--- config.mk ---
export PLATFORM = sky130hd
export DESIGN_NAME = vga_fb_arbiter_flat
export DESIGN_NICKNAME = d
export VERILOG_FILES = /design/src/rtl/vga_fb_arbiter_if.sv /design/src/rtl/vga_fb_arbiter.sv /design/src/flat_wrapper.sv
export SDC_FILE = /design/constraint.sdc
export NUM_CORES = 1
export LEC_CHECK = 0
export CAP_MARGIN = 10
export CORE_MARGIN = 2
export CORE_UTILIZATION = 45
export DETAILED_ROUTE_END_ITERATION = 10
export DONT_BUFFER_PORTS = 1
export GPL_TIMING_DRIVEN = 0
export SLEW_MARGIN = 20
export SYNTH_ARGS = -nofsm -noshare
export SYNTH_HDL_FRONTEND = slang
export SYNTH_SLANG_ARGS = --single-unit
--- constraint.sdc ---
create_clock -name vga_clk -period 3.3 [get_ports vga_clk]
set_input_delay 0.66 -clock vga_clk [delete_from_list [all_inputs] [get_ports vga_clk]]
set_output_delay 0.66 -clock vga_clk [all_outputs]
set_load 0.01 [all_outputs]
--- src/rtl/vga_fb_arbiter_if.sv ---
`default_nettype none
// ============================================================================
//  Module      : vga_fb_arbiter_if
//  Description : Bundle of every vga_fb_arbiter signal except clock and reset.
//                The slave modport is the arbiter's view. The master modport is
//                the surrounding system's view: the timing generator, the
//                write client, the clear requester and the frame-buffer RAM.
//                Signals:
//                  pos_x/pos_y    look-ahead pixel position (0x3FF = none)
//                  pix_data       expanded 24-bit colour
//                  wr_*           buffered write client (valid/ready)
//                  clr_*          clear engine request/colour/busy
//                  ram_*          single-port frame-buffer RAM
//  Revision    : 1.0 - initial release
// ============================================================================
interface vga_fb_arbiter_if;
    logic [9:0]  pos_x;
    logic [9:0]  pos_y;
    logic [23:0] pix_data;
    logic        wr_valid;
    logic        wr_ready;
    logic [7:0]  wr_x;
    logic [6:0]  wr_y;
    logic [7:0]  wr_color;
    logic        wr_drop;
    logic        clr_req;
    logic [7:0]  clr_color;
    logic        clr_busy;
    logic        ram_en;
    logic        ram_we;
    logic [14:0] ram_addr;
    logic [7:0]  ram_wdata;
    logic [7:0]  ram_rdata;

    modport slave (
        input  pos_x, pos_y, wr_valid, wr_x, wr_y, wr_color,
               clr_req, clr_color, ram_rdata,
        output pix_data, wr_ready, wr_drop, clr_busy,
               ram_en, ram_we, ram_addr, ram_wdata
    );

    modport master (
        output pos_x, pos_y, wr_valid, wr_x, wr_y, wr_color,
               clr_req, clr_color, ram_rdata,
        input  pix_data, wr_ready, wr_drop, clr_busy,
               ram_en, ram_we, ram_addr, ram_wdata
    );
endinterface
`default_nettype wire

--- src/rtl/vga_fb_arbiter.sv ---
`default_nettype none
// ============================================================================
//  Module      : vga_fb_arbiter
//  Description : Owner of the single frame-buffer RAM port (FB_W x FB_H cells
//                of RGB332, each cell covering 4x4 screen pixels). Display
//                reads are issued combinationally on cell-aligned look-ahead
//                positions and always win the port. The remaining cycles
//                serve the hardware clear engine first, then a small write
//                FIFO. The stored colour is expanded to 24 bits for the VGA
//                timing generator, one cycle after the request.
//                Ports:
//                  vga_clk  pixel clock
//                  sys_rst  asynchronous active-high reset
//                  bus      vga_fb_arbiter_if.slave (position, pixel, write
//                           client, clear and RAM signals)
//  Revision    : 1.0 - initial release
// ============================================================================
module vga_fb_arbiter #(
    parameter int FB_W       = 160,
    parameter int FB_H       = 120,
    parameter int FIFO_DEPTH = 4
) (
    input  wire             vga_clk,
    input  wire             sys_rst,
    vga_fb_arbiter_if.slave bus
);

    localparam int          c_PTR_W     = $clog2(FIFO_DEPTH);
    localparam int          c_CNT_W     = c_PTR_W + 1;
    localparam logic [14:0] c_LAST_ADDR = 15'(FB_W * FB_H - 1);

    typedef enum logic [0:0] {
        ST_IDLE  = 1'b0,
        ST_CLEAR = 1'b1
    } clr_state_t;

    function automatic logic [23:0] f_expand(input logic [7:0] c);
        return {c[7:5], c[7:5], c[7:6], c[4:2], c[4:2], c[4:3],
                c[1:0], c[1:0], c[1:0], c[1:0]};
    endfunction

    // ---------------------------------------------------------------- read slot
    logic        w_req_valid;
    logic        w_rd_slot;
    logic        w_free_slot;
    logic [14:0] w_rd_addr;

    assign w_req_valid = (bus.pos_x != 10'h3FF) && (bus.pos_y != 10'h3FF);
    assign w_rd_slot   = w_req_valid && (bus.pos_x[1:0] == 2'b00);
    assign w_free_slot = !w_rd_slot;
    assign w_rd_addr   = 15'(bus.pos_y[9:2]) * 15'(FB_W) + 15'(bus.pos_x[9:2]);

    // ---------------------------------------------------------------- write FIFO
    logic [14:0]        r_fifo_addr  [FIFO_DEPTH];
    logic [7:0]         r_fifo_color [FIFO_DEPTH];
    logic [c_PTR_W-1:0] r_wr_ptr;
    logic [c_PTR_W-1:0] r_rd_ptr;
    logic [c_CNT_W-1:0] r_count;
    logic               r_wr_drop;
    logic               w_full;
    logic               w_empty;
    logic               w_accept;
    logic               w_in_range;
    logic               w_push;
    logic               w_pop;
    logic [14:0]        w_wr_addr;

    assign w_full     = (r_count == c_CNT_W'(FIFO_DEPTH));
    assign w_empty    = (r_count == '0);
    assign w_accept   = bus.wr_valid && !w_full;
    assign w_in_range = (int'(bus.wr_x) < FB_W) && (int'(bus.wr_y) < FB_H);
    assign w_push     = w_accept && w_in_range;
    assign w_wr_addr  = 15'(bus.wr_y) * 15'(FB_W) + 15'(bus.wr_x);

    // Storage is not reset: a flush only needs the pointers and count cleared.
    always_ff @(posedge vga_clk) begin
        if (w_push) begin
            r_fifo_addr[r_wr_ptr]  <= w_wr_addr;
            r_fifo_color[r_wr_ptr] <= bus.wr_color;
        end
    end

    always_ff @(posedge vga_clk or posedge sys_rst) begin
        if (sys_rst) begin
            r_wr_ptr  <= '0;
            r_rd_ptr  <= '0;
            r_count   <= '0;
            r_wr_drop <= 1'b0;
        end else begin
            r_wr_drop <= w_accept && !w_in_range;
            if (w_push)
                r_wr_ptr <= r_wr_ptr + c_PTR_W'(1);
            if (w_pop)
                r_rd_ptr <= r_rd_ptr + c_PTR_W'(1);
            if (w_push && !w_pop)
                r_count <= r_count + c_CNT_W'(1);
            else if (w_pop && !w_push)
                r_count <= r_count - c_CNT_W'(1);
        end
    end

    // ---------------------------------------------------------------- clear FSM
    clr_state_t  r_state;
    clr_state_t  w_state_nxt;
    logic [14:0] r_clr_cnt;
    logic [14:0] w_clr_cnt_nxt;
    logic [7:0]  r_clr_color;
    logic [7:0]  w_clr_color_nxt;
    logic        w_clr_busy;

    assign w_clr_busy = (r_state == ST_CLEAR);

    always_ff @(posedge vga_clk or posedge sys_rst) begin
        if (sys_rst) begin
            r_state     <= ST_IDLE;
            r_clr_cnt   <= '0;
            r_clr_color <= '0;
        end else begin
            r_state     <= w_state_nxt;
            r_clr_cnt   <= w_clr_cnt_nxt;
            r_clr_color <= w_clr_color_nxt;
        end
    end

    always_comb begin
        w_state_nxt     = r_state;
        w_clr_cnt_nxt   = r_clr_cnt;
        w_clr_color_nxt = r_clr_color;
        case (r_state)
            ST_IDLE: begin
                if (bus.clr_req) begin
                    w_state_nxt     = ST_CLEAR;
                    w_clr_cnt_nxt   = '0;
                    w_clr_color_nxt = bus.clr_color;
                end
            end
            ST_CLEAR: begin
                // Only free slots advance the sweep; reads stall it.
                if (w_free_slot) begin
                    if (r_clr_cnt == c_LAST_ADDR) begin
                        w_state_nxt   = ST_IDLE;
                        w_clr_cnt_nxt = '0;
                    end else begin
                        w_clr_cnt_nxt = r_clr_cnt + 15'd1;
                    end
                end
            end
            default: w_state_nxt = ST_IDLE;
        endcase
    end

    // ---------------------------------------------------------------- RAM port
    // FIFO drains only when the clear engine is idle, so queued writes land
    // on top of a freshly cleared image.
    assign w_pop = w_free_slot && !w_clr_busy && !w_empty;

    logic        w_ram_en;
    logic        w_ram_we;
    logic [14:0] w_ram_addr;
    logic [7:0]  w_ram_wdata;

    always_comb begin
        w_ram_en    = 1'b0;
        w_ram_we    = 1'b0;
        w_ram_addr  = '0;
        w_ram_wdata = '0;
        if (w_rd_slot) begin
            w_ram_en   = 1'b1;
            w_ram_addr = w_rd_addr;
        end else if (w_clr_busy) begin
            w_ram_en    = 1'b1;
            w_ram_we    = 1'b1;
            w_ram_addr  = r_clr_cnt;
            w_ram_wdata = r_clr_color;
        end else if (!w_empty) begin
            w_ram_en    = 1'b1;
            w_ram_we    = 1'b1;
            w_ram_addr  = r_fifo_addr[r_rd_ptr];
            w_ram_wdata = r_fifo_color[r_rd_ptr];
        end
    end

    // ---------------------------------------------------------------- pixel path
    logic       r_rd_d;
    logic       r_act_d;
    logic [7:0] r_hold_q;
    logic [23:0] w_pix;

    always_ff @(posedge vga_clk or posedge sys_rst) begin
        if (sys_rst) begin
            r_rd_d   <= 1'b0;
            r_act_d  <= 1'b0;
            r_hold_q <= '0;
        end else begin
            r_rd_d  <= w_rd_slot;
            r_act_d <= w_req_valid;
            if (r_rd_d)
                r_hold_q <= bus.ram_rdata;
        end
    end

    // Fresh RAM data on the cycle after a read; the held copy covers the
    // other three pixels of the cell.
    always_comb begin
        w_pix = '0;
        if (r_act_d)
            w_pix = r_rd_d ? f_expand(bus.ram_rdata) : f_expand(r_hold_q);
    end

    assign bus.pix_data  = w_pix;
    assign bus.wr_ready  = !w_full;
    assign bus.wr_drop   = r_wr_drop;
    assign bus.clr_busy  = w_clr_busy;
    assign bus.ram_en    = w_ram_en;
    assign bus.ram_we    = w_ram_we;
    assign bus.ram_addr  = w_ram_addr;
    assign bus.ram_wdata = w_ram_wdata;

endmodule
`default_nettype wire

--- src/flat_wrapper.sv ---
// flat-port wrapper written by rule: the top's interface ports become plain ports
module vga_fb_arbiter_flat 
#(
    parameter int FB_W       = 160,
    parameter int FB_H       = 120,
    parameter int FIFO_DEPTH = 4
)
  (vga_clk, sys_rst, bus_pos_x, bus_pos_y, bus_wr_valid, bus_wr_x, bus_wr_y, bus_wr_color, bus_clr_req, bus_clr_color, bus_ram_rdata, bus_pix_data, bus_wr_ready, bus_wr_drop, bus_clr_busy, bus_ram_en, bus_ram_we, bus_ram_addr, bus_ram_wdata);
  vga_fb_arbiter_if bus_i ();
  input  wire vga_clk;
  input  wire sys_rst;
  input wire logic [$bits(bus_i.pos_x)-1:0] bus_pos_x;
  input wire logic [$bits(bus_i.pos_y)-1:0] bus_pos_y;
  input wire logic [$bits(bus_i.wr_valid)-1:0] bus_wr_valid;
  input wire logic [$bits(bus_i.wr_x)-1:0] bus_wr_x;
  input wire logic [$bits(bus_i.wr_y)-1:0] bus_wr_y;
  input wire logic [$bits(bus_i.wr_color)-1:0] bus_wr_color;
  input wire logic [$bits(bus_i.clr_req)-1:0] bus_clr_req;
  input wire logic [$bits(bus_i.clr_color)-1:0] bus_clr_color;
  input wire logic [$bits(bus_i.ram_rdata)-1:0] bus_ram_rdata;
  output wire logic [$bits(bus_i.pix_data)-1:0] bus_pix_data;
  output wire logic [$bits(bus_i.wr_ready)-1:0] bus_wr_ready;
  output wire logic [$bits(bus_i.wr_drop)-1:0] bus_wr_drop;
  output wire logic [$bits(bus_i.clr_busy)-1:0] bus_clr_busy;
  output wire logic [$bits(bus_i.ram_en)-1:0] bus_ram_en;
  output wire logic [$bits(bus_i.ram_we)-1:0] bus_ram_we;
  output wire logic [$bits(bus_i.ram_addr)-1:0] bus_ram_addr;
  output wire logic [$bits(bus_i.ram_wdata)-1:0] bus_ram_wdata;
  assign bus_i.pos_x = bus_pos_x;
  assign bus_i.pos_y = bus_pos_y;
  assign bus_i.wr_valid = bus_wr_valid;
  assign bus_i.wr_x = bus_wr_x;
  assign bus_i.wr_y = bus_wr_y;
  assign bus_i.wr_color = bus_wr_color;
  assign bus_i.clr_req = bus_clr_req;
  assign bus_i.clr_color = bus_clr_color;
  assign bus_i.ram_rdata = bus_ram_rdata;
  assign bus_pix_data = bus_i.pix_data;
  assign bus_wr_ready = bus_i.wr_ready;
  assign bus_wr_drop = bus_i.wr_drop;
  assign bus_clr_busy = bus_i.clr_busy;
  assign bus_ram_en = bus_i.ram_en;
  assign bus_ram_we = bus_i.ram_we;
  assign bus_ram_addr = bus_i.ram_addr;
  assign bus_ram_wdata = bus_i.ram_wdata;
  vga_fb_arbiter #(.FB_W(FB_W), .FB_H(FB_H), .FIFO_DEPTH(FIFO_DEPTH)) u_core (.vga_clk(vga_clk), .sys_rst(sys_rst), .bus(bus_i));
endmodule
==> results of run 1 <==
-- layout make-up --
class                   instances  area (um^2)
fillers                      1298         7160
flip-flops and latches        134         3810
multi-input cells             347         3060
clock buffers                  18          429
plain buffers                  43          241
well taps                     188          235
clock inverters                13          135
inverters                      19         71.3
repair buffers                  6         57.6
-- cells by family (layout without fill, tap and decap cells) --
kind of cell               count (synthesis)  count (layout)
adders and majority gates                 39              39
buffers and inverters                     62              99
muxes                                     41              41
xor gates and xnor gates                  29              29
and+or+nand+nor                          142             142
AOI/OAI and AO/OA                         96              96
DFF                                      134             134
-- sequential cells by signal, summed over array words and instances, names as in the netlist --
signal,flops
u_core.r_act_d,1
u_core.r_clr_color,8
u_core.bus.clr_busy,1
u_core.r_hold_q,8
u_core.r_fifo_color,32
u_core.r_rd_d,1
u_core.bus.wr_drop,1
u_core.r_rd_ptr,2
u_core.r_fifo_addr,60
u_core.r_clr_cnt,15
u_core.r_wr_ptr,2
u_core.r_count,3
-- power by group --
part | total (uW) | internal (uW) | switching, uW | leakage (uW)
Combinational | 1110 | 487 | 618 | 0.00133
Sequential | 2260 | 2110 | 158 | 0.00135
Clock | 1790 | 1100 | 685 | 0.000268
-- routing by layer --
metal,GRT usage (%),vias to the layer above,part of all wire [%]
met3,5.03,24,5.7
met2,32.9,145,51
met1,23.4,2190,41
met5,0,-,0
li1,-,2085,-
met4,7.54,0,2.1
-- through the flow --
stage / instance area (um^2) / hold WS (ps) / setup WS (ps)
6_report: 8050 / 83.4 / 63.7
5_1_grt: 8050 / 100 / -21.8
4_1_cts: 7970 / 79.5 / 4.12
3_5_place_dp: 7290 / 482 / -147
3_3_place_gp: 7260 / 473 / -152
2_1_floorplan: 7030 / 467 / 28.4
-- worst max-delay path by stage --
| stage | start | endpoint | slack [ps] | cells after the start |
|---|---|---|---|---|
| after global routing | bus_pos_y[5] | bus_ram_addr[14] | -20 | 10 |
| after floorplan | bus_pos_y[3] | bus_ram_addr[14] | 30 | 10 |
| after CTS | bus_pos_y[4] | bus_ram_addr[14] | 4 | 8 |
| after global placement | bus_pos_y[3] | bus_ram_addr[14] | -150 | 10 |
| final | bus_pos_y[2] | bus_ram_addr[14] | 60 | 9 |
| after detailed placement | bus_pos_y[3] | bus_ram_addr[14] | -150 | 10 |
-- synth_stat cells, types with 2 or more instances --
library cell / count / area, um^2
sky130_fd_sc_hd__buf_4: 16 / 120
sky130_fd_sc_hd__nand2_1: 23 / 86.3
sky130_fd_sc_hd__nand2b_1: 4 / 25.0
sky130_fd_sc_hd__a22oi_1: 9 / 67.6
sky130_fd_sc_hd__nand3_1: 10 / 50.1
sky130_fd_sc_hd__ha_1: 34 / 425
sky130_fd_sc_hd__dfrtp_1: 42 / 1050
sky130_fd_sc_hd__inv_1: 17 / 63.8
sky130_fd_sc_hd__and2_1: 15 / 93.8
sky130_fd_sc_hd__nor4_1: 2 / 12.5
sky130_fd_sc_hd__nor3_1: 8 / 40.0
sky130_fd_sc_hd__and4_1: 2 / 17.5
sky130_fd_sc_hd__nor2_1: 39 / 146
sky130_fd_sc_hd__nor3b_1: 7 / 52.6
sky130_fd_sc_hd__clkbuf_1: 19 / 71.3
sky130_fd_sc_hd__edfxtp_1: 92 / 2760
sky130_fd_sc_hd__a21o_1: 5 / 37.5
sky130_fd_sc_hd__fa_1: 5 / 100
sky130_fd_sc_hd__xnor2_1: 18 / 158
sky130_fd_sc_hd__and3_1: 4 / 25.0
sky130_fd_sc_hd__or3_1: 2 / 12.5
sky130_fd_sc_hd__a221oi_1: 16 / 140
sky130_fd_sc_hd__mux4_2: 23 / 518
sky130_fd_sc_hd__nand3b_1: 4 / 30.0
sky130_fd_sc_hd__mux2_2: 17 / 191
sky130_fd_sc_hd__a31oi_1: 8 / 50.1
sky130_fd_sc_hd__o21ai_0: 19 / 95.1
sky130_fd_sc_hd__nand4_1: 5 / 31.3
sky130_fd_sc_hd__a21oi_1: 23 / 115
sky130_fd_sc_hd__buf_2: 6 / 30.0
sky130_fd_sc_hd__xor2_1: 11 / 96.3
sky130_fd_sc_hd__o211ai_1: 3 / 22.5
sky130_fd_sc_hd__nor2b_1: 9 / 56.3
sky130_fd_sc_hd__a41oi_1: 2 / 17.5
-- what timing repair did --
item	in CTS	in global routing
pin swaps	7	8
setup endpoints to repair	5	4
buffers inserted	4	1
gates resized for setup	15	11
hold buffers	0	0
==> summary.md, run 1 <==
• **slew margin rel.** 58.1%
• **part of the Yosys area used for sequential elements** 54.4%
• **FF-to-FF Start** u_core.r_count[0]
• **kind of end point of the critical path** output pin
• **synth warn** 0
• **first-pass GRT wire length** 23.9 mm
• **element type at the critical path start** primary input
• **Worst Clk Skew** 20.2 ps
• **number of global-route vias before repair** 4655
• **fin nets** 670
• **clock edge transition at the registers on the reported setup and hold paths** 60 ps
• **Top FF cell, synth** sky130_fd_sc_hd__edfxtp_1
• **latest clock arrival within the worst-skew pair** 420 ps
• **setup repair after global routing missed its margin** yes
• **TritonCTS buffer count** 17
• **worst-path fanout max** 3
• **number of distinct library cell variants in the gate-level netlist after synthesis** 58
• **reported max-cap violation count** 0
• **critical path type** in2out
• **row count** 45
• **family with the most delay on the worst path** adder cells
• **post-placement cell count** 732
• **pwr dens** 641 mW/mm^2
• **Design Power** 5160 uW
• **chain of cells forming the critical path** ha_1 -> ha_4 -> inv_2 -> fa_2 -> nand3b_1 -> nor4_4 -> nand3_1 -> xor2_1 -> a21oi_2
• **leading cell type in the layout, fill and taps excluded** sky130_fd_sc_hd__edfxtp_1
• **synthesized netlist cell count** 543
• **Final Max Tran Viols** 0
• **post-synthesis area per instance** 12.9 um^2
• **Vias/cell** 5.79
• **count of boundary I/O pins** 115
• **share of post-route cells with drive strength above 1** 22.2%
• **largest family of logic cells by synthesized area** simple AND/OR/NAND/NOR gates
• **Die ar.** 0.0166 mm^2
• **die outline width** 129 um
• **worst reg-to-reg setup slack** 850 ps
• **worst flop-to-flop path endpoint** u_core.r_count[2]
• **final HPWL from detailed placement** 10.9 mm
• **Post-Synth Adder-Cell Area** 7.49%
• **share of flip-flops with an asynchronous set or reset** 31.3%
• **IO Port Bufs** 0
• **share of the synthesized area in compound gates (AO/OA/AOI/OAI)** 9.25%
• **parity-gate share of the synthesized area counting xor and xnor cells** 3.62%
• **Post-Synthesis Net Count** 645
• **cell at the root of the clock tree** sky130_fd_sc_hd__clkbuf_16
• **fraction of the core area covered by cells at the end of the flow** 52.9%
• **flip-flop and latch count after synthesis** 134
• **All-Layer GR Usage** 19.3%
• **type of the most critical hold path** in2async
• **Total Wirelength** 15.3 mm
• **outcome** complete, no violations
• **CTS H-tree depth** 4
• **CORE AREA** 0.0152 mm^2
• **total iterations of the first detailed-routing run** 4
• **Critical path buffers and inverters** 1
• **number of flops mapped to enable cells by yosys** 92
• **Max IR drop VDD** 0.000381 V
• **commonest cells after routing, fill and taps aside** sky130_fd_sc_hd__edfxtp_1 (92), sky130_fd_sc_hd__dfrtp_1 (42), sky130_fd_sc_hd__nor2_1 (37), sky130_fd_sc_hd__ha_1 (28)
• **arrival time worst endpoint** 2580 ps
• **total inserted antenna cells** 0
• **Die H** 129 um
• **Congestion Overflow GR** 0
• **Period Utilization, post-route** 98.1%
• **final-layout setup total negative slack** 0 ps
• **average routed wire per standard cell** 19.9 um
• **TritonCTS clock tree** yes
• **pin count of the biggest net entering global routing** 29
• **Slew @ Worst Pin** 629 ps
• **achievable clock frequency** 0.309 GHz
• **DRC violation count after routing** 0
• **final worst path period need** 3240 ps
• **area growth from synthesis to final layout** 14.7%
• **final count of negative-setup-slack endpoints** 0
• **gpl congestion** 0.881
• **R2R depth** 10
• **Leak** 0.00295 uW
• **Max stage delay cell, worst path** sky130_fd_sc_hd__fa_2
• **share of synthesized area spent on multiplexers** 10.3%
• **initial antenna violation count** 0
• **initial cell density of the core** 46.2%
• **summed instance area of the synthesized netlist** 0.00702 mm^2
• **detailed-route via count** 4444
• **number of routed nets with antenna violations** 0
• **maximum cell stage delay along the critical path** 430 ps
• **required time worst endpoint** 2640 ps
• **count of final hold-check violations** 0
• **maximum count of clock buffers along a single path** 2
• **DR iter-0 viols** 323
• **share of synthesized cell area in and, or, nand and nor gates** 10.6%
• **Clock Sinks** 134
• **final non-filler cell total** 768
Note: power is estimated with default switching activity, not from simulation.
==> run 2: changes to the inputs <==
--- a/config.mk
+++ b/config.mk
@@ -7,10 +7,11 @@
 export LEC_CHECK = 0
 export CAP_MARGIN = 10
 export CORE_MARGIN = 2
-export CORE_UTILIZATION = 45
+export CORE_UTILIZATION = 58
 export DETAILED_ROUTE_END_ITERATION = 10
 export DONT_BUFFER_PORTS = 1
 export GPL_TIMING_DRIVEN = 0
+export PLACE_DENSITY = 0.76
 export SLEW_MARGIN = 20
 export SYNTH_ARGS = -nofsm -noshare
 export SYNTH_HDL_FRONTEND = slang
==> run 2 against run 1 <==
Die area fell by 22%. Cell count fell by 5.1%. Setup slack got worse by 41 ps. Worst hold slack improved by 7.0 ps. Largest cell class unchanged. Flip-flop and latch count did not move. Via count rose by 2.6%.
==> summary.md, run 2 (synthesis results as in run 1) <==
• **outcome** complete, no violations
• **achievable clock frequency** 0.305 GHz, -1.3%
• **DRC violation count after routing** 0, unchanged
• **type of the most critical hold path** in2async
• **Period Utilization, post-route** 99.3%, +1.3 points
• **worst-path fanout max** 3, unchanged
• **Die H** 114 um, -12%
• **initial cell density of the core** 58.9%, +13 points
• **placement-stage cell area** 0.00725 mm^2, -0.52%
• **DR iter-0 viols** 415, +28%
• **pin count of the biggest net entering global routing** 32, +10%
• **TritonCTS clock tree** yes
• **share of post-route cells with drive strength above 1** 22.3%, +0.095 points
• **final worst path period need** 3280 ps, +41.3 ps
• **fraction of the core area covered by cells at the end of the flow** 67.0%, +14 points
• **pwr dens** 660 mW/mm^2, +3.0%
• **detailed-route via count** 4558, +2.6%
• **TritonCTS buffer count** 17, unchanged
• **Vias/cell** 6.25, +8.1%
• **cell at the root of the clock tree** sky130_fd_sc_hd__clkbuf_16
• **initial antenna violation count** 0, unchanged
• **gpl congestion** 0.980, +11%
• **count of boundary I/O pins** 115, unchanged
• **required time worst endpoint** 2640 ps, about the same
• **average routed wire per standard cell** 21.5 um, +7.8%
• **Total Wirelength** 15.7 mm, +2.3%
• **area taken by multi-input logic gates** 0.00301 mm^2, -1.7%
• **total iterations of the first detailed-routing run** 5, +1
• **CORE AREA** 0.0119 mm^2, -22%
• **CTS H-tree depth** 4, unchanged
• **Die ar.** 0.0130 mm^2, -22%
• **die outline width** 114 um, -12%
• **area growth from synthesis to final layout** 13.8%
• **reported max-cap violation count** 0, unchanged
• **quantity of hold-fixing buffers added after cts** 0, unchanged
• **Final Max Tran Viols** 0, unchanged
• **commonest cells after routing, fill and taps aside** sky130_fd_sc_hd__edfxtp_1 (92), sky130_fd_sc_hd__dfrtp_1 (42), sky130_fd_sc_hd__nor2_1 (39), sky130_fd_sc_hd__ha_1 (30)
• **row count** 40, -11%
• **critical path type** in2out
• **flip-flop and latch area** 0.00381 mm^2, unchanged
• **maximum count of clock buffers along a single path** 2, unchanged
• **register with the most flip-flops** u_core.r_fifo_addr
• **total inserted antenna cells** 0, unchanged
• **setup repair after global routing missed its margin** yes
• **latest clock arrival within the worst-skew pair** 420 ps, about the same
• **slew margin rel.** 55.9%, -2.1 points
• **IO Port Bufs** 0, unchanged
• **kind of end point of the critical path** output pin
• **Clock Sinks** 134, unchanged
• **Largest register FFs** 60, unchanged
• **final HPWL from detailed placement** 11.1 mm, +2.0%
• **post-placement cell count** 692, -5.5%
• **Leak** 0.00297 uW, +0.87%
• **Congestion Overflow GR** 0, unchanged
• **number of routed nets with antenna violations** 0, unchanged
• **element type at the critical path start** primary input
• **All-Layer GR Usage** 25.2%, +6.0 points
• **arrival time worst endpoint** 2620 ps, +40 ps
• **final non-filler cell total** 729, -5.1%
• **first-pass GRT wire length** 24.6 mm, +3.1%
• **Slew @ Worst Pin** 658 ps, +29.5 ps
• **layout filler cell count** 851, -34%
• **count of final hold-check violations** 0, unchanged
• **number of global-route vias before repair** 4736, +1.7%
• **Largest regs** u_core.r_fifo_addr x60, u_core.r_fifo_color x32, u_core.r_clr_cnt x15
• **area of all placed cells without fillers** 0.00798 mm^2, -0.78%
• **leading cell type in the layout, fill and taps excluded** sky130_fd_sc_hd__edfxtp_1
• **Worst Clk Skew** 14.1 ps, -6.09 ps
• **fin nets** 671, +0.15%
• **final count of negative-setup-slack endpoints** 0, unchanged
• **clock edge transition at the registers on the reported setup and hold paths** 60 ps, about the same
• **Max IR drop VDD** 0.000402 V, +5.5%
==> run 2: cell count changes in the layout (fill, tap and decap cells not counted), moves of 2 or more <==
cell,change
sky130_fd_sc_hd__nor2_1,+2
sky130_fd_sc_hd__ha_1,+2
sky130_fd_sc_hd__inv_6,+8
sky130_fd_sc_hd__ha_4,-2
sky130_fd_sc_hd__clkinv_1,-3
sky130_fd_sc_hd__clkinv_4,-3
==> run 2: per-stage QoR <==
step	TNS, ps	setup slack [ps]	hold slack, ps	total power, uW
2_1_floorplan	0	28.4	467	3080
3_3_place_gp	-168	-120	475	3280
3_5_place_dp	-284	-161	480	3360
4_1_cts	-25.9	-25.9	81.1	5270
5_1_grt	-78.6	-78.6	103	5510
6_report	0	22.4	90.4	5270
==> run 2: power breakdown <==
part / switching [uW] / total (uW) / internal (uW)
Clock: 747 / 1880 / 1130
Sequential: 166 / 2270 / 2110
Combinational: 627 / 1120 / 492
==> run 2: critical path: stages <==
cell                       delay, ps
sky130_fd_sc_hd__ha_1            300
sky130_fd_sc_hd__ha_1            310
sky130_fd_sc_hd__a211oi_2        280
sky130_fd_sc_hd__nor2_1          170
sky130_fd_sc_hd__nor4_2          340
sky130_fd_sc_hd__nand3_1         140
sky130_fd_sc_hd__xor2_1          170
sky130_fd_sc_hd__a21oi_2         240
==> run 2: metal layers <==
metal,part of all wire [%],vias to the layer above,track usage (%)
li1,-,2088,-
met1,40,2258,32.2
met2,51,188,41.4
met3,7.4,24,7.39
met4,1.9,0,8.94
met5,0,-,0
==> run 2: what timing repair did <==
action,in CTS,in global routing
setup buffers,4,1
gates resized for setup,11,9
pin swaps,7,8
cloned,0,0
endpoints found under the setup margin,4,7
==> run 2: area by class of cell <==
class | instances | area share, %
Buffer | 43 | 3.02
Clock buffer | 17 | 5.33
Clock inverter | 15 | 2.07
Inverter | 19 | 0.893
Multi-Input combinational cell | 347 | 37.7
Sequential cell | 134 | 47.8
Tap cell | 147 | 2.30
Timing Repair Buffer | 7 | 0.909
==> run 2: path summary, 6_finish.rpt <==
path | startpoint | endpoint | slack (ps) | depth (start not counted)
setup / recovery | bus_pos_y[4] | bus_ram_addr[14] | 20 | 8
hold / removal | sys_rst | u_core.r_wr_ptr[0] | 90 | 1
setup reg to reg | u_core.r_count[0] | u_core.r_count[2] | 660 | 10
hold reg to reg | u_core.r_hold_q[3] | u_core.r_hold_q[3] | 490 | 1
max in group asynchronous | sys_rst | u_core.r_clr_cnt[3] | 2730 | 2
min in group vga_clk | bus_wr_color[1] | u_core.r_fifo_color[3][1] | 330 | 0
